`src/rtl/fifo_gen_packer_pkg.sv`:
```
// Shared helpers for the fifo_gen family: lane-index width for packers/unpackers.
package fifo_gen_packer_pkg;

   // A lane counter needs at least one bit even when a word holds a single beat.
   function automatic int lane_idx_width(input int ratio_idx);
      return (ratio_idx > 0) ? ratio_idx : 1;
   endfunction

endpackage

```
`src/rtl/fifo_gen_packer.sv`:
```
// Width up-converter in front of fifo_gen: packs 2**RATIO_IDX narrow beats into one
// wide word, with early flush on in_last and a one-entry output slot.
module fifo_gen_packer
   import fifo_gen_packer_pkg::*;
#(
   parameter int IN_SIZE   = 4,
   parameter int RATIO_IDX = 1
) (
   input  logic                              clk,
   input  logic                              rst_n,
   input  logic                              in_val,
   output logic                              in_rdy,
   input  logic [IN_SIZE-1:0]                in_data,
   input  logic                              in_last,
   output logic                              out_val,
   input  logic                              out_rdy,
   output logic [(IN_SIZE<<RATIO_IDX)-1:0]   out_data,
   output logic [RATIO_IDX:0]                out_cnt
);

   localparam int RATIO    = 1 << RATIO_IDX;
   localparam int OUT_SIZE = IN_SIZE * RATIO;
   localparam int CNT_W    = lane_idx_width(RATIO_IDX);
   localparam int OCNT_W   = RATIO_IDX + 1;
   localparam logic [CNT_W-1:0] LAST_LANE = CNT_W'(RATIO - 1);

   logic [CNT_W-1:0]    cnt_q, cnt_d;
   logic [OUT_SIZE-1:0] acc_q, acc_d;
   logic                out_val_q, out_val_d;
   logic [OUT_SIZE-1:0] out_data_q, out_data_d;
   logic [OCNT_W-1:0]   out_cnt_q, out_cnt_d;

   logic                last_lane;
   logic                accept;
   logic                complete;
   logic                pop;
   logic [OUT_SIZE-1:0] merged;

   assign last_lane = (cnt_q == LAST_LANE);
   // Stall only when this beat would complete a word and the slot cannot drain.
   assign in_rdy    = !out_val_q || out_rdy || (!last_lane && !in_last);
   assign accept    = in_val && in_rdy;
   assign complete  = accept && (last_lane || in_last);
   assign pop       = out_val_q && out_rdy;

   // Accumulator with the incoming beat dropped into the current lane; lanes above
   // cnt are already zero because acc is cleared on every completed word.
   generate
      for (genvar gi = 0; gi < RATIO; gi++) begin : g_lane
         assign merged[gi*IN_SIZE +: IN_SIZE] =
            (cnt_q == CNT_W'(gi)) ? in_data : acc_q[gi*IN_SIZE +: IN_SIZE];
      end
   endgenerate

   always_comb begin
      cnt_d      = cnt_q;
      acc_d      = acc_q;
      out_val_d  = out_val_q;
      out_data_d = out_data_q;
      out_cnt_d  = out_cnt_q;
      if (pop) begin
         out_val_d = 1'b0;
      end
      if (complete) begin
         cnt_d      = '0;
         acc_d      = '0;
         out_val_d  = 1'b1;
         out_data_d = merged;
         out_cnt_d  = OCNT_W'(cnt_q) + OCNT_W'(1);
      end else if (accept) begin
         cnt_d = cnt_q + CNT_W'(1);
         acc_d = merged;
      end
   end

   always_ff @(posedge clk or negedge rst_n) begin
      if (!rst_n) begin
         cnt_q      <= '0;
         acc_q      <= '0;
         out_val_q  <= 1'b0;
         out_data_q <= '0;
         out_cnt_q  <= '0;
      end else begin
         cnt_q      <= cnt_d;
         acc_q      <= acc_d;
         out_val_q  <= out_val_d;
         out_data_q <= out_data_d;
         out_cnt_q  <= out_cnt_d;
      end
   end

   assign out_val  = out_val_q;
   assign out_data = out_data_q;
   assign out_cnt  = out_cnt_q;

endmodule

```
`config.mk`:
```
export PLATFORM = sky130hd
export DESIGN_NAME = fifo_gen_packer
export DESIGN_NICKNAME = d
export VERILOG_FILES = /design/src/rtl/fifo_gen_packer_pkg.sv /design/src/rtl/fifo_gen_packer.sv
export SDC_FILE = /design/constraint.sdc
export NUM_CORES = 1
export LEC_CHECK = 0
export CAP_MARGIN = 0
export CORE_MARGIN = 2
export CORE_UTILIZATION = 39
export DETAILED_ROUTE_END_ITERATION = 7
export PLACE_DENSITY = 0.62
export SYNTH_ARGS = -nofsm -noshare
export SYNTH_HDL_FRONTEND = slang
export SYNTH_SLANG_ARGS = --single-unit
```
`constraint.sdc`:
```
create_clock -name clk -period 1.96 [get_ports clk]
set_input_delay 0.392 -clock clk [delete_from_list [all_inputs] [get_ports clk]]
set_output_delay 0.392 -clock clk [all_outputs]
set_load 0.05 [all_outputs]
```
==> reports/metrics.yaml <==
sta:
  maxSlewHeadroom: 0.665
  fin_crit_ps: 1900
  slew_viol_final: 0
  rsz_0062_raised_after_global_routing: "false"
  fin_tns_setup_ps: 0
  timing_worst_slew_pin_value_ps: 501
  setup_viol: 0
  timing.final.crit_share: 0.969
  fin_worst_skew_ps: 2.64
  timing_hold_violations_final: 0
  timing.fmax_mhz: 526
synthesis:
  post_synth.cell_area_avg_um2: 13.6
  mappedNetlistArea_um2: 895
  synth_fa_ha_area_frac: 0
  ys_top_cells_by_area: "dfrtp_1 56%, mux2_2 16%, mux2_4 8.4%"
  post_synth_inst_count: 66
  synth.distinct_cells: 15
  synth_compound_area_frac: 0.0364
  synth_simple_gate_area_frac: 0.102
  synth.ff_latch_count: 20
  number_of_warnings_printed_during_yosys_synthesis: 0
  dominant_combinational_cell_family_by_area_after_synthesis: "multiplexers"
  yosys.area.top_type_share: 0.559
  synth-xor-area-share: 0
  synthesis.nets: 75
  post-synth-top-area-cell: "dfrtp_1"
  synth_mux_area_frac: 0.248
  seq_area_frac_synth: 0.559
cts:
  clock_latency_on_the_worst_skew_pair_ps: 290
  worst_setup_hold_path_clk_slew_ps: 110
  tritoncts: "done"
  cts_resized: 0
  cts.root.buffer_cell: "clkbuf_4"
  cts_num_sinks: 20
  cts_hold_repair.buffers: 0
  tritoncts.num_buffers: 3
  ctsHtreeMaxLevel: 1
  max-clock-path-buffers: 2
  cts.repair_timing.setup_buffer_count: 0
finish:
  antenna_cells: 0
  fin_area_um2: 1160
  drive_gt1_frac: 0.330
  mostFrequentLayoutCells: "20 x dfrtp_1, 19 x clkdlybuf4s50_1, 13 x mux2_2"
  mostFrequentLayoutCell: "dfrtp_1"
  instances_no_fill: 119
  synthToLayoutAreaGrowth_pct: 30.1
  num-fill-cells: 203
  nNetsFinal: 101
global_routing:
  grt_util_overall: 0.131
  gr_overflow_total: 0
  grt_antenna_before_repair: 0
  grt_pass1_wl_um: 2570
  grt_start_max_net_pins: 21
  vias_in_the_first_global_route: 568
power:
  leakage_nw: 0.540
  worst_ir_drop_vdd_v: 0.000510
  power.density_nw_per_um2: 1110
detailed_routing:
  routedWlPerCell_um: 13.0
  dr.first_iter.drc_count: 2
  wirelength_um: 1550
  remaining_drc_errors: 0
  via_count: 546
  firstDrtPassIters: 4
  ant_nets: 0
  avgViaCountPerCell: 4.59
placed_design:
  numPortBuffers: 20
  detailed_place.area_um2: 1130
  dp.cells: 115
  gp_congestion: 0.723
  hpwl_um: 1080
setup_path:
  worstSetupPathType: "input pin to output port"
  crit_path_start_kind: "input pin"
  worst-path-max-fanout: 4
  required_ps: 1570
  worst-endpoint-arrival_ps: 1510
  setup.worst_path.end_class: "output port"
floorplanning:
  row_count: 17
  fp.dieH_um: 51.9
  dieWidth_um: 51.9
  ioPinCount: 21
  floorplan.die_area_um2: 2690
  design.core.area_um2: 2190
  initial_utilization: 0.408
min_path:
  hold_class: "input pin to async pin"
run:
  number_of_maximum_capacitance_violations: 0
run_status:
  status: "finished clean"
-- metrics by stage --
step,utilization,power [mW],hold WS [ps],setup slack [ps]
3_5_place_dp,0.515,1.06,471,64.4
5_1_grt,0.531,1.35,430,11.5
6_report,0.531,1.29,424,59.9
2_1_floorplan,-,0.891,96.4,316
4_1_cts,0.531,1.30,432,52.0
3_3_place_gp,0.515,1.06,465,59.7
-- sequential cells by signal (all words and copies together), names as in the netlist --
register and count:
acc_q 8, cnt_q 1, out_cnt 2, out_data 8, out_val 1
-- area by class of cell --
cell class                 instances  area, um2  area share
inverter                           5       18.8      0.0161
clock buffer                       4       36.3      0.0312
timing repair buffer              24        228       0.196
multi-input combinational         38        345       0.297
tap                               28       35.0      0.0301
sequential                        20        500       0.430
-- routing by layer --
layer  wire, um  global-route usage  up-vias  part of all wire
met5          0                   0        -                 0
met4          0              0.0526        0                 0
met3         83              0.0287        0             0.054
met2        677               0.184       15              0.44
met1        784               0.193      260              0.51
li1           -                   -      271                 -
-- report_power, final --
group	switching [mW]	internal (mW)	leakage, nW	total, mW
logic	0.315	0.217	0.261	0.532
clock network	0.124	0.113	0.0210	0.237
registers	0.0350	0.483	0.259	0.518
total	0.474	0.813	0.540	1.29
-- final timing paths --
path	from	to	slack, ps	cells past startpoint
max	out_rdy	in_rdy	60	4
min	rst_n	out_cnt[1]	420	2
max reg2reg	cnt_q	out_data[0]	650	3
min reg2reg	acc_q[7]	acc_q[7]	500	1
max in group asynchronous	rst_n	cnt_q	1330	2
min in group clk	acc_q[7]	acc_q[7]	500	1
-- cell families (layout without fill, tap and decap cells) --
family | Yosys count | after routing
compound gates | 6 | 6
buf+inv | 8 | 33
flops | 20 | 20
mux | 18 | 18
simple gates | 14 | 14
-- worst max-delay path: stages --
cell             delay, ps
clkdlybuf4s50_1        390
nand2b_1               220
or2_2                  310
buf_4                  190
-- synthesized netlist by cell type, drive strengths merged --
cell    number
o21ai        5
and2         4
nand3b       1
nand3        4
o21a         1
nand2        2
or2          1
nor2         1
nand2b       1
buf          3
dfrtp       20
mux2        18
inv          5
No activity file was read; power rests on OpenSTA's default activity.
==> edit 1, RTL diff (config.mk and constraints unchanged) <==
The parameter `IN_SIZE` goes from 4 to 8.
--- a/src/rtl/fifo_gen_packer.sv
+++ b/src/rtl/fifo_gen_packer.sv
@@ -5,3 +5,3 @@
 #(
-   parameter int IN_SIZE   = 4,
+   parameter int IN_SIZE   = 8,
    parameter int RATIO_IDX = 1
Interface: changed (resized in_data and out_data); port bits go from 21 to 33. The function was not compared with the original's and may differ.
==> edit 1 against the original RTL <==
First-iteration DRC count grew to 18 times the old value. Clock power grew to 3.0 times the old value. Sequential cell count increased by 16. Critical path depth down 3. Power increased by 97%. Maximum frequency increased by 2.0%. Synthesized area grew 80%. Core utilization is essentially flat. Highest routed layer is now met4. Setup slack improved by 0.038 ns. Largest cell class unchanged. Critical path type is now reg2out. Clock skew up 0.0013 ns. Global-route usage is 1.6 points higher. Cell area up 81%. Wire length rose by 90%. Register-to-register slack got worse by 0.20 ns.
==> edit 1: results (changes against the original RTL) <==
The flow ran to the end, and the final reports show no timing, DRC or antenna violations. The synthesized instance count was 120 (was 66). The cell area after placement came out at 1980 um^2 (was 1130 um^2). The register clock-pin slew on the reported worst setup and hold paths works out to 0.07 ns (was 0.11 ns).

The run gives 0.560 (was 0.559) as the sequential-to-total area share from yosys stat. The violation count after the first detailed-routing iteration was 35 (was 2); the switching part of the total was 0.339 (was 0.368). Ranking of synthesized cells by instance count: sky130_fd_sc_hd__dfrtp_1 (36), sky130_fd_sc_hd__mux2_2 (21), sky130_fd_sc_hd__mux2_4 (11) (was sky130_fd_sc_hd__dfrtp_1 (20), sky130_fd_sc_hd__mux2_2 (13), sky130_fd_sc_hd__inv_1 (5), sky130_fd_sc_hd__mux2_4 (5), sky130_fd_sc_hd__o21ai_0 (5)).

The final clock skew is 0.00392 ns (was 0.00264 ns). The leakage power of the design is 0.000980 uW (was 0.000540 uW). The run gives 1930 um (was 1080 um) as the half-perimeter wire length after placement. Synth area leaders: sky130_fd_sc_hd__dfrtp_1 (56%), sky130_fd_sc_hd__mux2_2 (15%), sky130_fd_sc_hd__mux2_4 (10%) (was sky130_fd_sc_hd__dfrtp_1 (56%), sky130_fd_sc_hd__mux2_2 (16%), sky130_fd_sc_hd__mux2_4 (8.4%)). The tools report the count of TritonRoute iterations in the first routing pass as 4 (unchanged). For the data arrival time of the critical path, the log shows 1.47 ns (was 1.51 ns). The number of input and output port buffers inserted is 32 (was 20). The largest voltage drop on the vdd net is 0.663 mV (was 0.510 mV), and the non-filler instance count after layout is 209 (was 119). Pin count of the biggest net entering global routing: 37 (was 21). The per-cell routed wire length is 14.0 um (was 13.0 um). The run gives 20 (was 15) as the distinct cell type count of the synthesized netlist. The worst-case setup slack after placement was 0.0182 ns (was 0.0644 ns); the total overflow reported by the global router was 0 (unchanged). The count of final hold-check violations is 0 (unchanged), and the ratio of cells with drive above 1 in the final layout is 0.314 (was 0.330). The transition at the pin with the smallest max-transition slack came out at 0.800 ns (was 0.501 ns). Stage delay of the slowest cell on the critical path: 0.82 ns (was 0.39 ns). For the TritonCTS buffer count, the log shows 5 (was 3). The global-route total usage across every layer is 0.147 (was 0.131), and the maximum net fanout on the critical path is 2 (was 4). The count of H-tree levels built during CTS was 2 (was 1); the die outline area was 4650 um^2 (was 2690 um^2).

The tools report the weighted congestion at the end of routability-driven global placement as 0.727 (was 0.723). The cell class contributing the biggest share of worst-path delay is buffers and inverters (unchanged). The detail-routed via count per cell works out to 4.82 (was 4.59).

The tools report the library cell used as clock root buffer as sky130_fd_sc_hd__clkbuf_8 (was sky130_fd_sc_hd__clkbuf_4). The run gives 201 (was 115) as the placed cell count. The post-synth net total was 133 (was 75). The global-route wire length before repair came out at 4970 um (was 2570 um). The net count reported at finish came out at 171 (was 101). Number of global-route vias before repair: 1051 (was 568).
## edit 1: cell count changes after synthesis, moves of 2 or more
cell / change
sky130_fd_sc_hd__and2_1: +4
sky130_fd_sc_hd__mux2_4: +6
sky130_fd_sc_hd__clkbuf_1: +2
sky130_fd_sc_hd__o21ai_0: +4
sky130_fd_sc_hd__buf_6: +2
sky130_fd_sc_hd__dfrtp_1: +16
sky130_fd_sc_hd__mux2_2: +8
sky130_fd_sc_hd__inv_1: +5
sky130_fd_sc_hd__nand3_1: +5
## edit 1: power groups by stage
stage          Combinational [uW]  Sequential [uW]  Clock (uW)
2_1_floorplan                 273             1290           0
3_3_place_gp                  909              936           0
3_5_place_dp                  916              939           0
4_1_cts                       919              927         718
5_1_grt                       959              943         765
6_report                      910              926         705
## edit 1: cells by family after synthesis
logic type      count (synthesis)  share of synthesized area
simple gates                   23                     0.0864
buf+inv                        17                     0.0591
compound gates                 12                     0.0444
mux                            32                      0.250
flops                          36                      0.560
## edit 1: final timing paths
kind / end / slack (ns) / start
max in group asynchronous: acc_q[2] / 1.26 / rst_n
max reg2reg: out_data[12] / 0.45 / cnt_q
min: out_cnt[0] / 0.20 / rst_n
min in group clk: acc_q[10] / 0.49 / acc_q[10]
max: out_val / 0.1 / out_val
min reg2reg: acc_q[10] / 0.49 / acc_q[10]
## edit 1: routing by layer
layer,wire length (um),global-route usage,vias to the layer above
li1,-,-,480
met1,1360,0.187,498
met2,1380,0.234,23
met3,151,0.0510,7
met4,36,0.0450,0
met5,0,0,-
## edit 1: cell type report
cell class,instances,area [um^2]
Clock buffer,7,96.3
Multi-Input combinational cell,67,612
Timing Repair Buffer,38,370
Fill cell,334,1860
Sequential cell,36,901
Clock inverter,1,30.0
Inverter,10,37.5
Tap cell,50,62.6
==> edit 2, RTL diff (same flow settings) <==
Without the edit above. `out_data_q` no longer has a reset.
--- a/src/rtl/fifo_gen_packer.sv
+++ b/src/rtl/fifo_gen_packer.sv
@@ -80,3 +80,2 @@
          out_val_q  <= 1'b0;
-         out_data_q <= '0;
          out_cnt_q  <= '0;
@@ -86,5 +85,8 @@
          out_val_q  <= out_val_d;
-         out_data_q <= out_data_d;
          out_cnt_q  <= out_cnt_d;
       end
+   end
+
+   always_ff @(posedge clk) begin
+      out_data_q <= out_data_d;
    end
Check against the original RTL: not equivalent (Yosys sat finds a counterexample within 4 cycles, from zero or initial values and one cycle with rst_n low).
==> edit 2 against the original RTL <==
Non-clock buffer count fell by 2. Sequential cell count did not move. Power fell by 21%. Sequential share of layout area rose by 7.4 points. First-iteration DRC count rose by 100%. Cell area fell by 7.8%. Setup slack improved by 0.056 ns. Largest cell class unchanged. Hold slack improved by 0.011 ns. Synthesized area fell by 9.5%. Clock skew fell by 0.00070 ns. Wire length fell by 16%.
==> edit 2: results (changes against the original RTL) <==
After clock tree synthesis, the clock-pin slew on the worst setup and hold paths is 0.10 ns. The tools report the number of antenna violations at the first check in global routing as 0 (unchanged). The proportion of synthesized flip-flops having asynchronous set or reset was 0.600 (was 1.00).

Ranking of synthesized cells by instance count: sky130_fd_sc_hd__dfrtp_1 (12), sky130_fd_sc_hd__edfxtp_1 (8), sky130_fd_sc_hd__mux2_2 (8) (was sky130_fd_sc_hd__dfrtp_1 (20), sky130_fd_sc_hd__mux2_2 (13), sky130_fd_sc_hd__inv_1 (5), sky130_fd_sc_hd__mux2_4 (5), sky130_fd_sc_hd__o21ai_0 (5)). Cell class contributing the biggest share of worst-path delay: buffers and inverters (unchanged). The number of fill cells was 182 (was 203). The logs give 0.71 ns (was 0.65 ns) for the minimum setup slack among reg-to-reg paths and 87 (was 101) for the net count reported at finish.

The run gives 0.0545 (was 0.0287) as the met3 demand-to-capacity share in global routing. The transition at the pin with the smallest max-transition slack was 0.534 ns (was 0.501 ns). The leakage power of the design is 0.000470 uW (was 0.000540 uW), and the cell area after placement is 1050 um^2 (was 1130 um^2).

The number of antenna cells inserted is 0 (unchanged). The main flop type after synthesis was sky130_fd_sc_hd__dfrtp_1 (unchanged). The data arrival time of the critical path came out at 1.45 ns (was 1.51 ns). The ratio of cells with drive above 1 in the final layout is 0.286 (was 0.330), and the final clock skew is 0.00194 ns (was 0.00264 ns).

The largest voltage drop on the vdd net was 0.682 mV (was 0.510 mV); the violation count after the first detailed-routing iteration was 4 (was 2). The sequential-to-total area share from yosys stat is 0.668 (was 0.559), and the count of TritonRoute iterations in the first routing pass is 2 (was 4). For the weighted congestion at the end of routability-driven global placement, the log shows 0.728 (was 0.723). The flow ran to the end, and the final reports show no timing, DRC or antenna violations. The distinct cell type count of the synthesized netlist is 19 (was 15), and the total detailed-routing wirelength is 1310 um (was 1550 um). The standard cell with the maximum stage delay on the critical path is sky130_fd_sc_hd__clkdlybuf4s50_1 (unchanged). The post-synth net total was 61 (was 75); the met2 routing resource usage after global routing was 0.187 (was 0.184).

Number of input and output port buffers inserted: 20 (unchanged). Stage delay of the slowest cell on the critical path: 0.80 ns (was 0.39 ns). The global routing met1 resource utilization was 0.183 (was 0.193). For the final hold slack, the log shows 0.436 ns (was 0.424 ns). The run gives 0.132 (was 0.131) as the global-route total usage across every layer. The maximum net fanout on the critical path is 2 (was 4). Synth area leaders: sky130_fd_sc_hd__dfrtp_1 (37%), sky130_fd_sc_hd__edfxtp_1 (30%), sky130_fd_sc_hd__mux2_2 (11%) (was sky130_fd_sc_hd__dfrtp_1 (56%), sky130_fd_sc_hd__mux2_2 (16%), sky130_fd_sc_hd__mux2_4 (8.4%)).

The count of H-tree levels built during CTS came out at 1 (unchanged). Via count: 494 (was 546). Global-route wire length before repair: 2380 um (was 2570 um).

The number of synthesized flops with an enable pin is 8 (was 0). The pin count of the biggest net entering global routing came out at 13 (was 21).
edit 2: layout make-up:
cell class                      count  area, um^2  area share
Multi-Input combinational cell     29         254       0.237
Tap cell                           27        33.8      0.0315
Sequential cell                    20         541       0.504
Clock buffer                        3        22.5      0.0210
Clock inverter                      1        3.75     0.00350
Inverter                            2        7.51     0.00700
Timing Repair Buffer               22         210       0.196
edit 2: power breakdown:
| part | switching [uW] | leakage (uW) | internal [uW] | total (uW) |
|---|---|---|---|---|
| Clock | 118 | 0.0000154 | 74.1 | 192 |
| Sequential | 20.5 | 0.000234 | 487 | 508 |
| Combinational | 187 | 0.000221 | 124 | 311 |
edit 2: per-layer routing:
layer | vias up | wire [um]
li1 | 239 | -
met5 | - | 0
met2 | 16 | 620
met4 | 0 | 14
met3 | 2 | 79
met1 | 237 | 591
edit 2: through the flow:
step	total power, uW	instances	setup WS [ns]	utilization
after floorplan	725	52	0.363	-
final	1010	104	0.116	0.547
after global routing	1060	104	0.0379	0.547
after detailed placement	831	100	0.139	0.533
after global placement	829	100	0.137	0.533
after CTS	1030	104	0.0952	0.547
edit 2: path summary, 6_finish.rpt:
| check | start | endpoint | cells after the start |
|---|---|---|---|
| min in group clk | acc_q[6] | acc_q[6] | 1 |
| max in group asynchronous | rst_n | acc_q[7] | 1 |
| hold / removal | rst_n | acc_q[4] | 1 |
| hold reg to reg | acc_q[6] | acc_q[6] | 1 |
| setup reg to reg | out_val | out_data[5] | 3 |
| setup / recovery | out_cnt[0] | out_cnt[0] | 1 |
edit 2: kinds of logic after synthesis:
| kind of cell | share of synthesized area |
|---|---|
| AND/OR/NAND/NOR | 0.122 |
| flip-flops | 0.668 |
| AO/OA/AOI/OAI | 0.0804 |
| multiplexers | 0.111 |
| buffers and inverters | 0.0186 |
